<file path="config.mk">
export PLATFORM = sky130hd
export DESIGN_NAME = mc_mem_if
export DESIGN_NICKNAME = d
export VERILOG_FILES = /design/src/rtl/mc_mem_if.sv
export SDC_FILE = /design/constraint.sdc
export NUM_CORES = 1
export LEC_CHECK = 0
export ABC_CLOCK_PERIOD_IN_PS = 2340
export CORE_UTILIZATION = 40
export DETAILED_ROUTE_END_ITERATION = 10
export GPL_ROUTABILITY_DRIVEN = 0
export PLACE_DENSITY = 0.78
export SYNTH_ARGS = -nofsm -noshare
export SYNTH_HDL_FRONTEND = slang
export SYNTH_SLANG_ARGS = --single-unit
</file>
<file path="constraint.sdc">
create_clock -name CLK -period 2.34 [get_ports CLK]
set_clock_uncertainty 0.2 [all_clocks]
set_input_delay 0.234 -clock CLK [delete_from_list [all_inputs] [get_ports CLK]]
set_output_delay 0.234 -clock CLK [all_outputs]
set_load 0.005 [all_outputs]
</file>
<file path="src/rtl/mc_mem_if.sv">
// mc_mem_if: turns multicycle FSM memory strobes into one req/ack bus transaction, stalling the core.
// Owns Instr, OldPC and ReadData, plus store lane steering and load extraction/extension.
module mc_mem_if #(
    parameter int              XLEN      = 32,
    parameter int              TIMEOUT   = 16,
    parameter logic [XLEN-1:0] NOP_INSTR = 32'h00000013
) (
    input  logic            CLK,
    input  logic            Reset,
    input  logic            IRWrite,
    input  logic            MemRead,
    input  logic            MemWrite,
    input  logic            AdrSrc,
    input  logic [2:0]      Funct3,
    input  logic [XLEN-1:0] PC,
    input  logic [XLEN-1:0] Result,
    input  logic [XLEN-1:0] WriteData,
    output logic            Stall,
    output logic [XLEN-1:0] Instr,
    output logic [XLEN-1:0] OldPC,
    output logic [XLEN-1:0] ReadData,
    output logic            MisalignErr,
    output logic            BusErr,
    output logic            mem_req,
    output logic            mem_we,
    output logic [XLEN-1:0] mem_addr,
    output logic [3:0]      mem_be,
    output logic [XLEN-1:0] mem_wdata,
    input  logic [XLEN-1:0] mem_rdata,
    input  logic            mem_ack
);
    localparam logic [1:0] S_IDLE = 2'd0, S_BUSY = 2'd1, S_DONE = 2'd2;
    localparam logic [1:0] K_FETCH = 2'd0, K_LOAD = 2'd1, K_STORE = 2'd2;
    localparam int CW = $clog2(TIMEOUT + 1);

    logic [1:0]      r_state, r_kind, r_off;
    logic [2:0]      r_f3;
    logic [CW-1:0]   r_cnt;
    logic            w_strobe, w_byte, w_half, w_misal;
    logic [1:0]      w_off;
    logic [3:0]      w_be;
    logic [XLEN-1:0] w_addr, w_wdata, w_ext;
    logic [7:0]      w_rbyte;
    logic [15:0]     w_rhalf;

    assign w_strobe = IRWrite | MemRead | MemWrite;
    assign w_addr   = (IRWrite | ~AdrSrc) ? PC : Result;
    assign w_off    = w_addr[1:0];
    // Fetches are always word accesses whatever Funct3 happens to hold.
    assign w_byte   = ~IRWrite & (Funct3[1:0] == 2'b00);
    assign w_half   = ~IRWrite & (Funct3[1:0] == 2'b01);
    assign w_misal  = w_byte ? 1'b0 : w_half ? w_off[0] : |w_off;
    assign w_be     = ~MemWrite ? 4'b1111 : w_byte ? 4'b0001 << w_off : w_half ? 4'b0011 << w_off : 4'b1111;
    assign w_wdata  = w_byte ? {(XLEN/8){WriteData[7:0]}} : w_half ? {(XLEN/16){WriteData[15:0]}} : WriteData;
    assign w_rbyte  = mem_rdata[{r_off, 3'b000} +: 8];
    assign w_rhalf  = r_off[1] ? mem_rdata[31:16] : mem_rdata[15:0];
    assign w_ext    = r_f3 == 3'b000 ? {{(XLEN-8){w_rbyte[7]}}, w_rbyte} :
                      r_f3 == 3'b100 ? {{(XLEN-8){1'b0}}, w_rbyte} :
                      r_f3 == 3'b001 ? {{(XLEN-16){w_rhalf[15]}}, w_rhalf} :
                      r_f3 == 3'b101 ? {{(XLEN-16){1'b0}}, w_rhalf} : mem_rdata;
    assign Stall    = w_strobe & (r_state != S_DONE);

    always_ff @(posedge CLK) begin
        if (Reset) begin
            r_state     <= S_IDLE;
            r_kind      <= K_FETCH;
            r_off       <= 2'b00;
            r_f3        <= 3'b000;
            r_cnt       <= '0;
            mem_req     <= 1'b0;
            mem_we      <= 1'b0;
            mem_be      <= 4'b0000;
            mem_addr    <= '0;
            mem_wdata   <= '0;
            Instr       <= NOP_INSTR;
            OldPC       <= '0;
            ReadData    <= '0;
            BusErr      <= 1'b0;
            MisalignErr <= 1'b0;
        end else begin
            MisalignErr <= 1'b0;
            if (r_state == S_IDLE && w_strobe) begin
                if (w_misal) begin
                    r_state     <= S_DONE;
                    MisalignErr <= 1'b1;
                end else begin
                    r_state   <= S_BUSY;
                    r_kind    <= IRWrite ? K_FETCH : MemRead ? K_LOAD : K_STORE;
                    r_off     <= w_off;
                    r_f3      <= Funct3;
                    r_cnt     <= '0;
                    mem_req   <= 1'b1;
                    mem_we    <= MemWrite & ~IRWrite;
                    mem_be    <= w_be;
                    mem_addr  <= {w_addr[XLEN-1:2], 2'b00};
                    mem_wdata <= w_wdata;
                end
            end else if (r_state == S_BUSY) begin
                if (mem_ack) begin
                    r_state <= S_DONE;
                    mem_req <= 1'b0;
                    mem_we  <= 1'b0;
                    if (r_kind == K_FETCH) begin
                        Instr <= mem_rdata;
                        OldPC <= PC;
                    end
                    if (r_kind == K_LOAD)
                        ReadData <= w_ext;
                end else if (r_cnt == CW'(TIMEOUT - 1)) begin
                    r_state <= S_DONE;
                    mem_req <= 1'b0;
                    mem_we  <= 1'b0;
                    BusErr  <= 1'b1;
                end else begin
                    r_cnt <= r_cnt + 1'b1;
                end
            end else if (r_state == S_DONE) begin
                r_state <= S_IDLE;
            end
        end
    end
endmodule

</file>
======== After elaboration in Yosys (flattened, before gate mapping) ========
Cells that the tools add are included.
word-level totals
  flip-flop bits (word level) ............. 180
  bits of input ports ..................... 138
  logic and storage cells ................. 95
operators by class
  add/sub/neg operators ................... 1
  equal/unequal tests ..................... 13
  shifts and indexed selects .............. 3
  muxes and demuxes ....................... 34
  bitwise operators ....................... 12
  reductions and logical operators ........ 17
operators with widths
  operator             number
  $mux 32              7
  $shiftx 32x6->8      1
  $mux 5               5
  $mux 16              1
  $mux 2               8
  $reduce_and 4->1     4
  $mux 4               3
  $mux 1               10
  $eq 2x1->1 const B   3
  $eq 3x3->1 const B   2
  $logic_not 2->1      3
  $ne 2x2->1 const B   3
  $reduce_bool 3->1    2
  $add 5x1->5 const B  1
  $eq 5x4->1 const B   1
  $not 1->1            5
  $and 1x1->1          4
  $ne 4x3->1 const B   1
  $reduce_and 2->1     2
  $reduce_or 2->1      2
  $shl 1x2->4 const A  1
  $shl 2x2->4 const A  1
  $eq 3x1->1 const B   1
  $logic_not 3->1      1
  other kinds (6)      8

======== Logic depth before layout (Yosys ltp) ========
  depth in word-level cells ............... 8
  depth in mapped cells ................... 12
  depth with buffers taken out ............ 7

======== Least setup slack after synthesis ========
Ideal clock, no wire load.
  kind .................................... input -> register
  start ................................... in IRWrite
  end ..................................... reg mem_addr[10]
  setup time .............................. 0.081 ns
  arrival time ............................ 2.190 ns
  setup slack ............................. -0.132 ns
  stages on the path ...................... 11
  path buffers ............................ 4
  path through ............................ buf_6 -> nor2b_1 -> buf_2 -> mux2i_1 -> ha_1 -> o21bai_1 -> o2111a_1 -> buf_6 -> clkbuf_1 -> nor2_1 -> a211oi_2
on the way
  cells in the longest elaborated chain, start to end .. 7
ends and longest elaborated chain
  what                        line  RTL
  start, declared             10    input logic IRWrite,
  $or 1x1->1                  47    assign w_addr = (IRWrite | ~AdrSrc) ? PC : Result;
  $mux 32                     47
  $reduce_or 2->1             52    assign w_misal = w_byte ? 1'b0 : w_half ? w_off[0] : |w_off;
  $mux 1 (2 in series)        52
  $not 1->1 (no line)         n/a
  $reduce_and 2->1 (no line)  n/a
  end signal, assigned        95    mem_addr <= {w_addr[XLEN-1:2], 2'b00};
  end, declared               26    output logic [XLEN-1:0] mem_addr,
Several ways; a longest one is shown, not always the timed one.
A chain may end at the register's enable or synchronous reset.

======== Worst setup path in the final report ========
  start ................................... in IRWrite
  end ..................................... out Stall
on the way
  cells in the longest elaborated chain, start to end .. 3
ends and longest elaborated chain
  what                      line  RTL
  $or 1x1->1 (2 in series)  46    assign w_strobe = IRWrite | MemRead | MemWrite;
  $and 1x1->1               61    assign Stall = w_strobe & (r_state != S_DONE);
  end, declared             18    output logic Stall,
No other way between the ends.

==> metrics.md <==
| Metric | Value |
|---|---|
| Outcome | completed |
| Placement Setup Slack | -0.446 ns |
| IR drop worst, VDD | 0.488 mV |
| Largest net degree at the start of global routing | 89 |
| Ys flop type | dfxtp_1 |
| PwrDens | 670 nW/um^2 |
| Ys async rst share | 0 |
| First-pass GRT wire length | 40100 um |
| Least-Margin Pin Slew | 0.686 ns |
| Die area | 20000 um^2 |
| Final nets | 1339 |
| Quantity of hold-fixing buffers added after cts | 0 |
| H-tree Lvls | 4 |
| Grt ovf | 0 |
| Initial antenna violation count | 0 |
| 1st-iter DRT viols | 410 |
| Crit path time final | 2.21 ns |
| Post-route insts no fill | 1467 |
| Ys Warns | 0 |
| Critical path fanouts, max | 17 |
| Slew headroom | 0.543 |
| Post-synth top area share | 0.463 |
| Final total power | 8080 uW |
| Most common cell after layout, fill and taps aside | clkdlybuf4s50_1 |
| DRT Wirelength | 26600 um |
| Number of I/O port buffers | 304 |
| Slew Limit Fails | 0 |
| # placed instances | 1428 |
| DRC errors left | 0 |
| CP Launch Type | input port |
| TritonRoute pass-1 iters | 5 |
| Achievable clock frequency | 452 MHz |
| Die height | 141 um |
| Final hold violation count | 0 |
| Initial core utilization | 0.412 |
| Synth area leader | dfxtp_1 |
| Vias in the first global route | 7449 |
| TritonCTS clock tree | built |
| Total CTS buffers | 17 |
| Root buffer cell | clkbuf_16 |
| HP Class | in2reg |
| Synth cell types | 53 |
| Reg clk slew, reported paths | 0.07 ns |
| LEAKAGE | 0.00430 uW |
| Max capacitance violation total | 0 |
| Cells after Synth | 887 |
| Mapped cell area | 7780 um^2 |
| Layout cells sized above 1 | 0.132 |
| Layout area overhead | 55.0% |
| Fillers | 1584 |
| Clk buf depth | 2 |
| Antenna Violating Nets Remaining | 0 |
| Clock sink total | 180 |
| Number of synthesized register bits | 180 |
| GRT Resource Usage Total | 0.257 |
| Period utilization | 0.945 |
| CP endpoint kind | output port |
| Seq/Total Area, Yosys | 0.463 |
| Worst skew pair latency | 0.42 ns |
| Critical Path RT | 1.91 ns |
| Arrival time worst endpoint | 1.78 ns |
| Ranking of synthesized cells by area | dfxtp_1, nand2_1, a21oi_1, mux2i_1, a211oi_2 |
| Vias per cell | 5.28 |
| Routed via count | 7751 |
| Crit Path Class | in2out |
| Utilization after layout | 0.638 |
| Number of synthesized flops with an enable pin | 0 |
| Final setup margin | 0.128 ns |
| Highest-count cells in the layout ignoring fill and taps | clkdlybuf4s50_1, nand2_1, dfxtp_1 |
| I/O pin cnt | 307 |
| # rows | 50 |
| Die W | 141 um |
| Syn avg cell area | 8.77 um^2 |
| Area of the core | 18900 um^2 |
| Drt wl/cell | 18.1 um |
| Final Setup Violations | 0 |
| RSZ-0062 raised after global routing | no |
| DP HPWL | 18700 um |
| N_diodes | 0 |
==> worst max-delay path: stages <==
cell and delay, ns:
dlygate4sd2_1 0.30, buf_6 0.19, or3_4 0.44, a21boi_0 0.14, clkdlybuf4s50_1 0.48
==> state kept, by name, summed over array words and instances (netlist names) <==
signal and flops:
mem_be 4, mem_addr 30, mem_wdata 32, r_cnt 5, r_off 2, r_kind 2
ReadData 32, MisalignErr 1, Instr 32, mem_req 1, mem_we 1, BusErr 1
r_f3 3, OldPC 32, r_state 2
==> report_power, final <==
part | switching, uW | internal (uW)
Sequential | 133 | 3280
Clock | 1270 | 1450
Combinational | 892 | 1050
==> metrics by stage <==
stage | cell area [um^2] | hold slack (ns) | TNS (ns)
global route | 12100 | 0.0471 | 0
floorplan | 7790 | 0.158 | -2.79
finish | 12100 | 0.0429 | 0
detailed placement | 11300 | 0.246 | -29.30
CTS | 11900 | 0.0168 | 0
global placement | 11300 | 0.241 | -23.45
==> metal layers <==
metal | wire [um] | up-vias | global-route usage
met5 | 0 | - | 0
met4 | 734 | 0 | 0.0945
met3 | 2080 | 50 | 0.0712
met2 | 12900 | 324 | 0.446
met1 | 10900 | 3664 | 0.304
li1 | - | 3713 | -
==> cells in the mapped netlist (all sizes together) (7+ instances only) <==
cell type	instances
a211oi	40
o211ai	9
nor3	9
nand2	186
nor2	67
a311oi	8
o22ai	8
mux2i	50
dfxtp	180
ha	7
mux4	7
o21ai	50
inv	10
a22oi	8
clkbuf	56
a21oi	113
o32ai	8
buf	22
==> path summary, 6_finish.rpt <==
| kind | startpoint | endpoint | slack, ns | cells past startpoint |
|---|---|---|---|---|
| min | Reset | Instr[1]$_SDFFE_PP1P_ | 0.04 | 4 |
| max | IRWrite | Stall | 0.13 | 5 |
| max reg2reg | r_cnt[0]$_SDFFE_PP0P_ | r_cnt[3]$_SDFFE_PP0P_ | 0.16 | 8 |
| min reg2reg | Instr[2]$_SDFFE_PP0P_ | Instr[2]$_SDFFE_PP0P_ | 0.25 | 2 |
==> logic make-up after synthesis <==
| group | after synthesis | synth area share |
|---|---|---|
| compound gates | 259 | 0.227 |
| xor+xnor | 3 | 0.00338 |
| fa+ha+maj | 7 | 0.0113 |
| buf+inv | 88 | 0.0528 |
| flops | 180 | 0.463 |
| mux | 60 | 0.0889 |
| other cells | 1 | 0.000482 |
| simple gates | 289 | 0.153 |
==> repair_timing <==
action / in CTS / in global routing
gates resized for setup: 3 / 20
pin swaps: 0 / 1
endpoints found under the hold margin: 0 / 0
endpoints found under the setup margin: 1 / 67
setup buffers: 0 / 4
cloned: 0 / 3
==> layout make-up <==
type	instances	area, um^2	share of cell area
Tap cell	260	325	0.0270
Timing Repair Buffer	365	3720	0.309
Inverter	10	37.5	0.00311
Sequential cell	180	3600	0.299
Multi-Input combinational cell	620	3820	0.317
Clock inverter	10	73.8	0.00612
Clock buffer	22	474	0.0393
(Power assumes the default switching activity.)
